[config.mk]
export PLATFORM = sky130hd
export DESIGN_NAME = xor_descrambler
export DESIGN_NICKNAME = d
export VERILOG_FILES = /design/src/rtl/xor_descrambler_pkg.sv /design/src/rtl/xor_gate8.sv /design/src/rtl/xor_lfsr_step.sv /design/src/rtl/xor_descrambler.sv
export SDC_FILE = /design/constraint.sdc
export NUM_CORES = 1
export LEC_CHECK = 0
export BUFFER_PORTS_ARGS = -buffer_cell sky130_fd_sc_hd__buf_2
export CORE_ASPECT_RATIO = 1.75
export CORE_UTILIZATION = 45
export DETAILED_ROUTE_END_ITERATION = 7
export GPL_TIMING_DRIVEN = 1
export PLACE_DENSITY = 0.75
export SYNTH_ARGS = -nofsm -noshare
export SYNTH_HDL_FRONTEND = slang
export SYNTH_SLANG_ARGS = --single-unit
[constraint.sdc]
create_clock -name clk -period 2 [get_ports clk]
set_clock_uncertainty 0.2 [all_clocks]
set_input_delay 0.6 -clock clk [delete_from_list [all_inputs] [get_ports clk]]
set_output_delay 0.6 -clock clk [all_outputs]
set_load 0.01 [all_outputs]
[src/rtl/xor_descrambler_pkg.sv]
// Shared constants and FSM encoding for the XOR descrambler slice.
package xor_descrambler_pkg;

  localparam int unsigned DATA_W = 8;

  localparam logic [DATA_W-1:0] POLY_DEFAULT     = 8'hB8;
  localparam logic [DATA_W-1:0] ZERO_SUB_DEFAULT = 8'hFF;
  localparam logic [DATA_W-1:0] LFSR_RESET       = 8'h01;

  typedef enum logic {
    UNSEEDED = 1'b0,
    RUN      = 1'b1
  } desc_state_t;

endpackage

[src/rtl/xor_gate8.sv]
// Bytewise XOR gate block.
module xor_gate8 (
  input  logic [7:0] a,
  input  logic [7:0] b,
  output logic [7:0] y
);

  assign y = a ^ b;

endmodule

[src/rtl/xor_lfsr_step.sv]
// One Galois LFSR step. The zero guard keeps the register out of the
// lock-up state even if a non-primitive POLY is supplied.
module xor_lfsr_step
  import xor_descrambler_pkg::*;
#(
  parameter logic [DATA_W-1:0] ZERO_SUB = ZERO_SUB_DEFAULT
) (
  input  logic [DATA_W-1:0] state,
  input  logic [DATA_W-1:0] poly,
  output logic [DATA_W-1:0] next
);

  logic [DATA_W-1:0] shifted_s;

  // Shift right, folding the feedback mask in when the LSB is set
  always_comb begin
    shifted_s = {1'b0, state[DATA_W-1:1]};
    if (state[0]) begin
      shifted_s = {1'b0, state[DATA_W-1:1]} ^ poly;
    end else begin
      shifted_s = {1'b0, state[DATA_W-1:1]};
    end
    if (shifted_s == {DATA_W{1'b0}}) begin
      next = ZERO_SUB;
    end else begin
      next = shifted_s;
    end
  end

endmodule

[src/rtl/xor_descrambler.sv]
// Additive descrambler: XORs each accepted byte with a Galois LFSR keystream,
// with a one-deep registered output stage and seed-controlled start.
module xor_descrambler
  import xor_descrambler_pkg::*;
#(
  parameter logic [7:0] POLY     = POLY_DEFAULT,
  parameter logic [7:0] ZERO_SUB = ZERO_SUB_DEFAULT
) (
  input  logic       clk,
  input  logic       rst,
  input  logic       seed_load,
  input  logic [7:0] seed,
  input  logic       in_valid,
  input  logic [7:0] in_data,
  output logic       in_ready,
  output logic       out_valid,
  output logic [7:0] out_data,
  input  logic       out_ready,
  output logic       seeded,
  output logic [7:0] byte_cnt
);

  desc_state_t       state_r, state_nxt_s;
  logic [7:0]        lfsr_r;
  logic [7:0]        lfsr_nxt_s;
  logic [7:0]        xor_s;
  logic              out_valid_r;
  logic [7:0]        out_data_r;
  logic [7:0]        byte_cnt_r;
  logic              in_ready_s;
  logic              accept_s;

  xor_lfsr_step #(
    .ZERO_SUB (ZERO_SUB)
  ) u_step (
    .state (lfsr_r),
    .poly  (POLY),
    .next  (lfsr_nxt_s)
  );

  xor_gate8 u_xor (
    .a (in_data),
    .b (lfsr_r),
    .y (xor_s)
  );

  // Seeding has priority over data, so a reseed cycle never consumes a byte
  assign in_ready_s = (state_r == RUN) && (!out_valid_r || out_ready) && !seed_load;
  assign accept_s   = in_valid && in_ready_s;

  // FSM next-state: any seed_load lands in RUN; only rst leaves it
  always_comb begin
    state_nxt_s = state_r;
    case (state_r)
      UNSEEDED: begin
        if (seed_load) begin
          state_nxt_s = RUN;
        end else begin
          state_nxt_s = UNSEEDED;
        end
      end
      RUN:     state_nxt_s = RUN;
      default: state_nxt_s = UNSEEDED;
    endcase
  end

  // FSM state register
  always_ff @(posedge clk) begin
    if (rst) begin
      state_r <= UNSEEDED;
    end else begin
      state_r <= state_nxt_s;
    end
  end

  // LFSR and byte counter: seed_load reloads, accept advances
  always_ff @(posedge clk) begin
    if (rst) begin
      lfsr_r     <= LFSR_RESET;
      byte_cnt_r <= 8'h00;
    end else if (seed_load) begin
      lfsr_r     <= (seed == 8'h00) ? ZERO_SUB : seed;
      byte_cnt_r <= 8'h00;
    end else if (accept_s) begin
      lfsr_r     <= lfsr_nxt_s;
      byte_cnt_r <= byte_cnt_r + 8'd1;
    end
  end

  // Output stage: a pending byte survives reseeds until it is consumed
  always_ff @(posedge clk) begin
    if (rst) begin
      out_valid_r <= 1'b0;
      out_data_r  <= 8'h00;
    end else if (accept_s) begin
      out_valid_r <= 1'b1;
      out_data_r  <= xor_s;
    end else if (out_ready) begin
      out_valid_r <= 1'b0;
    end
  end

  assign in_ready  = in_ready_s;
  assign out_valid = out_valid_r;
  assign out_data  = out_data_r;
  assign byte_cnt  = byte_cnt_r;
  assign seeded    = (state_r == RUN);

endmodule

==> results of run 1 <==
==> worst register-to-register path, cell delays in order, from the launching register on <==
cell     delay, ns
dfxtp_1       0.37
or4_4         0.54
nor4_4        0.24
nor4_1        0.08
nor4_1        0.24
==> state kept, by name, summed over array words and instances (netlist names) <==
signal	cells
byte_cnt	8
lfsr_r	8
out_data	8
out_valid	1
seeded	1
==> area by class of cell <==
class | instances | share of cell area, %
inverter | 1 | 0.221
sequential | 26 | 30.6
timing repair buffer | 57 | 20.5
clock inverter | 1 | 1.77
multi-input combinational | 111 | 42.4
clock buffer | 3 | 2.43
tap | 27 | 1.99
==> through the flow <==
step                cells   TNS, ns  hold slack [ns]
detailed placement    222     -1.34            0.292
global route          226  -0.00762            0.342
finish                226         0            0.296
floorplan             147   -0.0900            0.308
global placement      222    -0.897            0.283
CTS                   226         0            0.303
==> cell usage after synthesis, types with 2 or more instances <==
library cell,n,area (um^2)
xnor2_1,13,114
buf_2,3,15.0
nand2b_1,2,12.5
nor4_1,9,56.3
o32ai_1,5,43.8
nor2b_1,2,12.5
a21oi_1,3,15.0
nand4_1,5,31.3
or4_4,2,22.5
or4_1,4,30.0
a211oi_1,11,82.6
nor2_1,27,101
xor2_1,2,17.5
and3_1,2,12.5
nand2_1,6,22.5
nand3_1,2,10.0
nor3_1,6,30.0
mux2_2,2,22.5
clkbuf_1,5,18.8
dfxtp_1,26,521
==> kinds of logic (layout without fill, tap and decap cells) <==
kind of cell / Yosys count / after routing / synth area share (%)
XOR/XNOR: 15 / 15 / 10.4
AO/OA/AOI/OAI: 23 / 23 / 13.5
AND/OR/NAND/NOR: 70 / 70 / 29.0
flip-flops: 26 / 26 / 41.1
buffers and inverters: 10 / 62 / 3.26
multiplexers: 2 / 2 / 1.78
adder cells (fa/ha/maj): 1 / 1 / 0.988
==> final timing paths <==
kind                     from          end  slack (ns)  cells past startpoint
setup reg to reg    lfsr_r[5]    lfsr_r[5]        0.22                      4
hold / removal    byte_cnt[1]  byte_cnt[1]        0.30                      2
hold reg to reg   byte_cnt[1]  byte_cnt[1]        0.30                      2
setup / recovery      seed[1]    lfsr_r[3]        0.02                      5
==> routing by layer <==
metal / part of all wire (%) / GRT usage (%) / up-vias
met5: 0 / 0 / -
met4: 4.5 / 18.1 / 0
met3: 4.6 / 3.73 / 12
met2: 52 / 41.7 / 54
met1: 38 / 25.7 / 587
li1: - / - / 643
==> power breakdown <==
part	leakage (uW)	switching, uW	internal, uW
clock	0.0000357	156	267
combinational	0.000449	96.8	98.5
sequential	0.000213	26.6	541
==> timing repair <==
| action | 4_1_cts | 5_1_grt |
|---|---|---|
| hold buffers | 0 | 0 |
| gates resized for setup | 0 | 3 |
| endpoints found under the setup margin | 0 | 3 |
| hold endpoints to repair | 0 | 0 |
| buffers inserted | 0 | 0 |
==> flow_summary.yaml, run 1 <==
outcome:
  status: "complete, no violations"
placement:
  port_buffers: 39
  dp_hpwl_mm: 2.59
  gp_congestion: 0.915
  dpl_worst_slack_ns: -0.269
  post_dp_cell_area_um2: 1610
cells_and_area:
  finish.instance_area_um2: 1700
  layout-drive-gt1-share_pct: 34.2
  syn_to_final_growth_pct: 34.2
  n_antenna_cell: 0
  finish.utilization_pct: 63.2
  fillers: 247
  final_common_cell: "buf_2"
  multi_input_area_um2: 721
  layout.cells.most_common_list: "38 x buf_2, 27 x nor2_1, 26 x dfxtp_1, 17 x buf_4, 13 x xnor2_1"
  nNetsFinal: 222
  seq_area_um2: 520
critical_path:
  crit_arrival_ns: 2.00
  critPathTopFamily: "simple AND/OR/NAND/NOR gates"
  slowest_stage: "or4_4"
  crit_fanout: 3
  worstSetupPathType: "primary input to register"
  crit_buf_inv: 1
  crit_required_ns: 2.02
  crit_chain: "buf_6 -> or4_4 -> or4_1 -> a31oi_1 -> o211a_1"
  crit_path_start_kind: "primary input"
  critPathCaptureType: "register"
  slowest_delay_ns: 0.56
floorplan:
  core_area_um2: 2690
  dieArea_um2: 3040
  start_util_pct: 47.1
  fp-row-count: 25
  ios: 40
  fp.dieH_um: 72.2
  die_w_um: 42.1
clocking:
  clock_latency_ns: 0.26
  tritoncts: "yes"
  cts_made_buffers: 3
  clock-sinks: 26
  cts_htree_levels: 1
  cts-root-buf: "clkbuf_8"
  clockBufferDepth: 2
  clk_pin_slew_ns: 0.09
synthesis:
  synth_nets: 169
  async_flop_share_pct: 0
  synth_seq_cells: 26
  syn_avg_cell_area_um2: 8.61
  synth.distinct_cells: 30
  yosysWarnings: 0
  synth_edf_count: 0
  synth_seq_area_share_pct: 41.1
  ys.flop_type: "dfxtp_1"
  synth.cell_area_um2: 1270
  syn_inst: 147
global_route:
  grt_usage_pct: 24.1
  grt_pass1_wl_mm: 5.66
  grt_max_degree: 20
  grt_antenna_before_repair: 0
  grt-ovfl-total: 0
  grt_pass1_vias: 1285
drt:
  drt.antenna.violating_nets: 0
  drc_errors: 0
  routed-via-count: 1296
  via_per_inst: 5.73
  routed_wl_mm: 3.30
  drt-initial-drc-count: 44
  wl_per_cell_um: 14.6
  first_pass_iters: 6
sta:
  final-max-slew-violation-count: 0
  finalHoldViolCount: 0
  setup_violations: 0
  grt_setup_unrepaired: "yes"
  fin_ws_ns: 0.0169
  final.period_utilization_pct: 99.2
  slew_headroom_pct: 71.6
  max_freq_ghz: 0.504
  min_period_ns: 1.98
  worst_pin_slew_ns: 0.422
run:
  drv_cap: 0
min_path:
  hold_class: "register to register"
power_and_ir_drop:
  power_uw: 1190
  p_leak_uw: 0.000697
  vdd_ir_drop_max_mv: 0.539
  p_per_area_nw_per_um2: 698
No activity file was read; power rests on OpenSTA's default activity.
==> run 2: changes to the inputs <==
--- a/config.mk
+++ b/config.mk
@@ -10,7 +10,7 @@
 export CORE_UTILIZATION = 45
 export DETAILED_ROUTE_END_ITERATION = 7
 export GPL_TIMING_DRIVEN = 1
-export PLACE_DENSITY = 0.75
+export PLACE_DENSITY = 0.74
 export SYNTH_ARGS = -nofsm -noshare
 export SYNTH_HDL_FRONTEND = slang
 export SYNTH_SLANG_ARGS = --single-unit
==> run 2 against run 1 <==
Compared with the run above:
- non-clock buffer count grew 3
- sequential power is essentially flat
- critical endpoint unchanged
- setup slack gained 0.017 ns
- via count grew 1.0%
- highest routed layer unchanged
- critical path type unchanged
- largest cell class unchanged
- sequential share of layout area is the same
- maximum frequency grew 0.88%
==> flow_summary.yaml, run 2 (synthesized netlist as in run 1, its figures left out) <==
sta:
  final.period_utilization_pct: 98.3
  worst_pin_slew_ns: 0.408
  min_period_ns: 1.97
  slew_headroom_pct: 72.6
  max_freq_ghz: 0.509
  holdWs_ns: 0.299
  finalSetupTns_ns: 0
  finalHoldViolCount: 0
  grt_setup_unrepaired: "no"
  setup_violations: 0
  final-max-slew-violation-count: 0
cells_and_area:
  final_common_cell: "buf_2"
  finish.instance_area_um2: 1700
  nNetsFinal: 225
  syn_to_final_growth_pct: 34.2
  layout-drive-gt1-share_pct: 35.1
  layout.cells.most_common_list: "39 x buf_2, 27 x nor2_1, 26 x dfxtp_1, 20 x buf_4, 13 x xnor2_1"
  fillers: 236
  n_antenna_cell: 0
critical_path:
  worstSetupPathType: "primary input to register"
  crit_path_start_kind: "primary input"
  r2r_cells: 4
  crit_arrival_ns: 1.99
  r2r-start: "lfsr_r[1]"
  crit_fanout: 3
  crit_required_ns: 2.02
  startpoint: "seed[1]"
  rrSetupSlack_ns: 0.16
  reg2reg_to: "lfsr_r[4]"
  critPathCaptureType: "register"
  cp-endpoint: "lfsr_r[3]"
placement:
  port_buffers: 39
  post_dp_cell_area_um2: 1630
  dp_hpwl_mm: 2.57
  gp_congestion: 0.938
floorplan:
  dieArea_um2: 3040
  fp.dieH_um: 72.2
  ios: 40
  core_area_um2: 2690
  die_w_um: 42.1
  start_util_pct: 47.1
  fp-row-count: 25
clocking:
  tritoncts: "yes"
  clockBufferDepth: 2
  cts_htree_levels: 1
  clock_latency_ns: 0.27
  cts_made_buffers: 3
  post_cts_resize_count: 0
  clock-sinks: 26
  clk_pin_slew_ns: 0.09
  cts-root-buf: "clkbuf_8"
  ctsHoldBuffers: 0
  cts_setup_buffers: 0
global_route:
  grt_usage_pct: 23.0
  grt_pass1_vias: 1272
  grt_pass1_wl_mm: 5.46
  grt_antenna_before_repair: 0
  grt_max_degree: 20
  grt-ovfl-total: 0
drt:
  drc_errors: 0
  wl_per_cell_um: 14.3
  routed-via-count: 1309
  drt-initial-drc-count: 41
  routed_wl_mm: 3.28
  drt.antenna.violating_nets: 0
  via_per_inst: 5.72
  first_pass_iters: 4
run:
  drv_cap: 0
power_and_ir_drop:
  p_per_area_nw_per_um2: 702
  p_leak_uw: 0.000707
  vdd_ir_drop_max_mv: 0.530
outcome:
  status: "complete, no violations"
min_path:
  hold_class: "register to register"
-- run 2: final cells by class --
| type | count | area, um^2 | area share, % |
|---|---|---|---|
| multi-input cells | 111 | 704 | 41.5 |
| flip-flops and latches | 26 | 520 | 30.6 |
| repair buffers | 60 | 365 | 21.5 |
| clock buffers | 3 | 41.3 | 2.43 |
| well taps | 27 | 33.8 | 1.99 |
| clock inverters | 1 | 30.0 | 1.77 |
| inverters | 1 | 3.75 | 0.221 |
-- run 2: where the power goes --
part | leakage [uW] | switching [uW] | internal, uW
Sequential | 0.000213 | 23.4 | 541
Combinational | 0.000458 | 96.4 | 99.0
Clock | 0.0000357 | 165 | 268
Total | 0.000707 | 285 | 907
-- run 2: metal layers --
metal / vias to the layer above / wire length (um) / GRT usage (%)
li1: 650 / - / -
met1: 595 / 1280 / 24.7
met2: 51 / 1730 / 41.7
met3: 13 / 152 / 3.23
met4: 0 / 123 / 13.5
met5: - / 0 / 0
-- run 2: through the flow --
step / cells / total power [uW] / util, % / setup slack, ns
after global routing: 229 / 1240 / 63.2 / 0.00752
final: 229 / 1190 / 63.2 / 0.0342
after floorplan: 147 / 678 / - / -0.0900
after CTS: 229 / 1200 / 63.2 / 0.0313
after detailed placement: 225 / 770 / 60.5 / -0.251
after global placement: 225 / 763 / 60.5 / -0.215
-- run 2: worst min path at each step --
| stage | from | to | slack (ns) | depth (start not counted) |
|---|---|---|---|---|
| final | out_data[3] | out_data[3] | 0.30 | 2 |
| after global placement | byte_cnt[1] | byte_cnt[1] | 0.28 | 2 |
| after detailed placement | out_data[1] | out_data[1] | 0.29 | 2 |
| after CTS | out_data[1] | out_data[1] | 0.30 | 2 |
| after floorplan | byte_cnt[1] | byte_cnt[1] | 0.31 | 2 |
| after global routing | byte_cnt[1] | byte_cnt[1] | 0.33 | 2 |
-- run 2: critical path, stage by stage --
cell and delay, ns:
buf_2 0.10, or4_4 0.54, or4_1 0.41, a31oi_1 0.18, o211a_1 0.16
